==> config.mk <==
export PLATFORM = sky130hd
export DESIGN_NAME = mem_arbiter_2to1
export DESIGN_NICKNAME = d
export VERILOG_FILES = /design/src/rtl/mem_arbiter_2to1.sv
export SDC_FILE = /design/constraint.sdc
export NUM_CORES = 1
export LEC_CHECK = 0
export ABC_AREA = 1
export CAP_MARGIN = 20
export CORE_AREA = 2 2 187 189
export DETAILED_ROUTE_END_ITERATION = 8
export DIE_AREA = 0 0 189 191
export GPL_TIMING_DRIVEN = 0
export PLACE_DENSITY = 0.42
export SLEW_MARGIN = 30
export SYNTH_ARGS = -nofsm -noshare
export SYNTH_HDL_FRONTEND = slang
export SYNTH_SLANG_ARGS = --single-unit
==> constraint.sdc <==
create_clock -name CLK -period 1.9 [get_ports CLK]
set_input_delay 0.19 -clock CLK [delete_from_list [all_inputs] [get_ports CLK]]
set_output_delay 0.19 -clock CLK [all_outputs]
set_load 0.01 [all_outputs]
==> src/rtl/mem_arbiter_2to1.sv <==
// mem_arbiter_2to1
//   Merges an instruction client (imem_*) and a data client (dmem_*) onto a single
//   memory put/get port pair. Requests are arbitrated round-robin and pass through
//   combinationally. An in-order tag FIFO remembers which client issued each request,
//   so every memory response is steered back to the owner of the oldest outstanding
//   request.
//
// Parameters
//   REQ_WIDTH  payload width {byte_en[3:0], addr[31:0], data[31:0]}, passed unmodified
//   TAG_DEPTH  maximum outstanding requests (power of 2, >= 2)
//
// Ports
//   CLK, RST_N                        clock, synchronous active-low reset
//   imem_req_valid/ready/req          imem request handshake and payload
//   imem_resp_valid/ready/resp        imem response handshake and payload
//   dmem_*                            same six ports for the data client
//   mem_put_valid/ready/request       request handshake towards memory
//   mem_get_ready/valid/response      response handshake from memory
//                                     (mem_get_ready = memory has a response,
//                                      mem_get_valid = arbiter dequeues it)
//   err_orphan                        sticky: response offered with nothing outstanding
//   perf_imem_grants/perf_dmem_grants put-transfer counters per client
//
// Configuration
//   ARB_PERF_COUNTERS_EN  when defined, the perf outputs count put transfers per client
//                         (32-bit, wrapping); when undefined they are tied to 0.

module mem_arbiter_2to1 #(
    parameter int unsigned REQ_WIDTH = 68,
    parameter int unsigned TAG_DEPTH = 4
) (
    input  logic                 CLK,
    input  logic                 RST_N,

    input  logic                 imem_req_valid,
    output logic                 imem_req_ready,
    input  logic [REQ_WIDTH-1:0] imem_req,
    output logic                 imem_resp_valid,
    input  logic                 imem_resp_ready,
    output logic [REQ_WIDTH-1:0] imem_resp,

    input  logic                 dmem_req_valid,
    output logic                 dmem_req_ready,
    input  logic [REQ_WIDTH-1:0] dmem_req,
    output logic                 dmem_resp_valid,
    input  logic                 dmem_resp_ready,
    output logic [REQ_WIDTH-1:0] dmem_resp,

    output logic                 mem_put_valid,
    input  logic                 mem_put_ready,
    output logic [REQ_WIDTH-1:0] mem_put_request,
    input  logic                 mem_get_ready,
    output logic                 mem_get_valid,
    input  logic [REQ_WIDTH-1:0] mem_get_response,

    output logic                 err_orphan,
    output logic [31:0]          perf_imem_grants,
    output logic [31:0]          perf_dmem_grants
);

    localparam int unsigned PtrW = (TAG_DEPTH > 1) ? $clog2(TAG_DEPTH) : 1;
    localparam int unsigned CntW = $clog2(TAG_DEPTH + 1);

    typedef logic [PtrW-1:0] ptr_t;
    typedef logic [CntW-1:0] cnt_t;

    // Tag FIFO: one bit per entry, 0 = imem, 1 = dmem.
    logic [TAG_DEPTH-1:0] tag_q;
    ptr_t                 wr_ptr_q;
    ptr_t                 rd_ptr_q;
    cnt_t                 count_q;
    logic                 rr_q;
    logic                 err_orphan_q;

    logic full;
    logic empty;
    logic head_id;
    logic winner_exists;
    logic winner_id;
    logic push;
    logic pop;

    assign full    = (count_q == cnt_t'(TAG_DEPTH));
    assign empty   = (count_q == '0);
    assign head_id = tag_q[rd_ptr_q];

    always_comb begin
        winner_exists = imem_req_valid | dmem_req_valid;
        // Lone requester wins; on contention the rr pointer decides.
        winner_id     = (imem_req_valid & dmem_req_valid) ? rr_q : dmem_req_valid;

        mem_put_valid   = RST_N & winner_exists & ~full;
        mem_put_request = winner_id ? dmem_req : imem_req;
        imem_req_ready  = RST_N & winner_exists & ~winner_id & mem_put_ready & ~full;
        dmem_req_ready  = RST_N & winner_exists & winner_id & mem_put_ready & ~full;

        imem_resp_valid = RST_N & mem_get_ready & ~empty & ~head_id;
        dmem_resp_valid = RST_N & mem_get_ready & ~empty & head_id;
        mem_get_valid   = RST_N & ~empty & (head_id ? dmem_resp_ready : imem_resp_ready);

        push = mem_put_valid & mem_put_ready;
        pop  = mem_get_valid & mem_get_ready;
    end

    assign imem_resp  = mem_get_response;
    assign dmem_resp  = mem_get_response;
    assign err_orphan = err_orphan_q;

    always_ff @(posedge CLK) begin
        if (!RST_N) begin
            tag_q        <= '0;
            wr_ptr_q     <= '0;
            rd_ptr_q     <= '0;
            count_q      <= '0;
            rr_q         <= 1'b0;
            err_orphan_q <= 1'b0;
        end else begin
            if (push) begin
                tag_q[wr_ptr_q] <= winner_id;
                wr_ptr_q        <= wr_ptr_q + ptr_t'(1);
                rr_q            <= ~winner_id;
            end
            if (pop) begin
                rd_ptr_q <= rd_ptr_q + ptr_t'(1);
            end
            unique case ({push, pop})
                2'b10:   count_q <= count_q + cnt_t'(1);
                2'b01:   count_q <= count_q - cnt_t'(1);
                default: count_q <= count_q;
            endcase
            if (mem_get_ready && empty) begin
                err_orphan_q <= 1'b1;
            end
        end
    end

`ifdef ARB_PERF_COUNTERS_EN
    logic [31:0] perf_imem_q;
    logic [31:0] perf_dmem_q;

    always_ff @(posedge CLK) begin
        if (!RST_N) begin
            perf_imem_q <= '0;
            perf_dmem_q <= '0;
        end else if (push) begin
            if (winner_id) begin
                perf_dmem_q <= perf_dmem_q + 32'd1;
            end else begin
                perf_imem_q <= perf_imem_q + 32'd1;
            end
        end
    end

    assign perf_imem_grants = perf_imem_q;
    assign perf_dmem_grants = perf_dmem_q;
`else
    assign perf_imem_grants = '0;
    assign perf_dmem_grants = '0;
`endif

endmodule

==> key figures <==
Outcome
  • Status: finished with violations
  • Violations in the final reports: negative setup slack

Global route
  • Gr ovfl total: 0
  • First-pass GRT wire length: around 24,000 um
  • GR Util All Layers: ~8.5%
  • Vias in the first global route: a little over 4k
  • Pin count of the biggest net entering global routing: 11
  • Initial antenna violation count: 0

STA
  • Tcrit/Tclk final: 101%
  • Max Fclk: about 520 MHz
  • Clk_skew: 0.00178 ns
  • Fin. Hold Viols: 0
  • Final max-slew violation count: 0
  • Final Setup Violations: 1
  • RSZ-0062 raised after global routing: yes
  • Final min period: ~1.9 ns
  • Hold WS: 0.258 ns
  • Worst setup margin: -0.0126 ns

Power and ir drop
  • Peak VDD IR: 0.213 mV
  • Total power draw: 2.47 mW
  • Leak Pwr: 3.88 nW
  • PwrDens: 316 nW/um2

Clock tree
  • Number of buffers created by CTS: 3
  • CTS tree: done
  • Clock latency on the worst-skew pair: 0.24 ns
  • Htree depth: 1
  • Reg clk slew, reported paths: 0.05 ns
  • # hold bufs at CTS: 0
  • Bufs on Longest Clock Path: 2
  • CTS sink count: 13
  • Root Driver: clkbuf_16

Critical path
  • Critical path startpoint: rd_ptr_q[0]
  • Reg2reg path depth: 13
  • CP max-delay cell: dfxtp_4
  • Cell Chain, Critical Path: inv_4 -> nand2_4 -> nand3_4 -> nand3b_1 -> nand3_4 -> inv_2 -> ha_4 -> inv_2 -> fa_2 -> a21oi_2 -> o21ai_2 -> o21ai_1 -> a21oi_1
  • Critical Path Stages: 13
  • Worst Path Arrival: 2.04 ns
  • Max Fanout on Critical Path: 4
  • CP required: 2.03 ns
  • Critical Path Max Stage Delay: around 0.37 ns
  • Worst setup SP type: register
  • WS Path Type: register to register
  • Crit. End Element: register
  • CP Buf/Inv Count: 3
  • Family with the most delay on the worst path: adder cells
  • FF-to-FF Start: rd_ptr_q[0]

Cells and area
  • Ant diodes: 0
  • Fillers: about 3.8k
  • Layout area overhead: 153%
  • Layout cell share with drive strength beyond 1: 33.0%
  • Layout net count: ~1.2k
  • Final Non-Filler Cells: 1,412

Die
  • Die X: 189 um
  • Starting Density: 9.08%
  • Height of the chip: 191 um
  • Die Footprint: 36,100 um2
  • IO Pins: around 490
  • Core area: 34,100 um2
  • Cell row count: between 60 and 70

Logic synthesis
  • Synth Area per Inst: slightly below 6 um2
  • YS warnings: 0
  • Synth Cell Area: 3100 um2
  • Synth Instances: 525
  • Distinct cells, synth: 23
  • Sequential share of the synthesized area: 8.40%
  • Seq cells post-synth: 13

Place
  • Dpl cells: between 1k and 1.5k
  • Post-DP HPWL: approximately 16,000 um
  • I/O Buffers: 353
  • RD Place Congestion: 0.716

Hold path
  • Hold Crit Depth: 3
  • Hold WC Path Type: input port to register
  • Worst Hold Launch: RST_N

Routing
  • WL final: roughly 17,000 um
  • Via density: between 2 and 3
  • Drt first pass iters: 4
  • First DRT Iteration DRCs: about 140
  • Vias: 4,170
  • WL per Instance: 12.3 um
  • Detail Route Antenna Nets: 0
  • Drt drc: 0

Run
  • Maxcap violations: 0
Yosys cell counts:
cell	instances	area share [%]
nand2_1	221	27
buf_4	201	49
inv_1	19	2.3
a21oi_1	13	2.1
dfxtp_1	13	8.4
o21ai_0	10	1.6
clkbuf_1	9	1.1
nand3_1	7	1.1
nor2_1	7	0.85
buf_2	5	0.81
ha_1	5	2.0
inv_2	3	0.36
nand3_2	2	0.65
a211oi_1	1	0.24
a21oi_4	1	0.53
and3_1	1	0.20
buf_6	1	0.36
conb_1	1	0.12
fa_1	1	0.65
nand2_2	1	0.20
nand3b_1	1	0.24
nor2_4	1	0.36
xor2_1	1	0.28
layer usage:
| metal | routed length (um) | vias to the layer above | global-route usage (%) |
|---|---|---|---|
| met5 | 0 | - | 0 |
| met4 | 5 | 0 | 0.451 |
| met3 | 1200 | 2 | 1.58 |
| met2 | 9400 | 197 | 16.3 |
| met1 | 6730 | 1788 | 10.2 |
| li1 | - | 2183 | - |
what timing repair did:
item / in CTS / in global routing
setup buffers: 12 / 1
setup endpoints to repair: 74 / 57
pin swaps: 9 / 8
gates resized for setup: 282 / 19
flip-flops by register name, summed over array words and instances (netlist names):
signal      count
tag_q           4
count_q         3
rd_ptr_q        2
wr_ptr_q        2
err_orphan      1
rr_q            1
power by group:
group | internal, mW | total (mW) | switching (mW)
combinational | 1.08 | 1.78 | 0.700
sequential | 0.288 | 0.298 | 0.0101
clock | 0.283 | 0.396 | 0.113
total | 1.65 | 2.47 | 0.824
metrics by stage:
step / setup WS, ns / area [um2] / util [%] / TNS [ns]
6_report: -0.0126 / 7820 / 22.9 / -0.0126
4_1_cts: -0.0369 / 7820 / 22.9 / -0.179
3_3_place_gp: -0.862 / 7450 / 21.8 / -48.89
3_5_place_dp: -0.893 / 7450 / 21.8 / -49.99
2_1_floorplan: 0.0124 / 3340 / - / 0
5_1_grt: -0.142 / 7820 / 22.9 / -0.142
final cells by class:
| type | instances | area (um2) | area share, % |
|---|---|---|---|
| plain buffers | 215 | 1760 | 22.6 |
| clock buffers | 4 | 78.8 | 1.01 |
| inverters | 22 | 97.6 | 1.25 |
| multi-input cells | 337 | 1530 | 19.5 |
| flip-flops and latches | 13 | 268 | 3.42 |
| well taps | 455 | 569 | 7.28 |
| repair buffers | 366 | 3520 | 45.0 |
worst reg2reg max path, delay by kind of cell, from the launching register on:
kind	cells	cell delay, ns
AOI/OAI and AO/OA	4	0.37
adders and majority gates	2	0.47
buffers and inverters	3	0.17
DFF	1	0.37
and+or+nand+nor	4	0.40
logic make-up (layout without fill, tap and decap cells):
| family | Yosys count | in the layout | share of synthesized area [%] |
|---|---|---|---|
| AO/OA/AOI/OAI | 25 | 25 | 4.48 |
| XOR/XNOR | 1 | 1 | 0.283 |
| adder cells (fa/ha/maj) | 6 | 6 | 2.67 |
| buffers and inverters | 238 | 607 | 53.6 |
| flip-flops | 13 | 13 | 8.40 |
| other | 1 | 64 | 0.121 |
| AND/OR/NAND/NOR | 241 | 241 | 30.4 |
layout by cell type, fill, tap and decap left out, types with 8 or more instances in the layout:
cell type | synthesis | routed
clkdlybuf4s50_1 | 0 | 278
buf_4 | 201 | 212
nand2_1 | 221 | 208
conb_1 | 1 | 64
buf_2 | 5 | 28
clkdlybuf4s15_2 | 0 | 16
dlygate4sd2_1 | 0 | 14
inv_1 | 19 | 13
a21oi_1 | 13 | 12
clkdlybuf4s15_1 | 0 | 12
nand2_2 | 1 | 11
dfxtp_1 | 13 | 9
clkbuf_16 | 0 | 8
o21ai_0 | 10 | 8
final timing paths:
kind / to / slack, ns
min reg2reg: count_q[0] / 0.43
max reg2reg: count_q[2] / -0.01
min: wr_ptr_q[1] / 0.26
max: count_q[2] / -0.01
(Power assumes the default switching activity.)
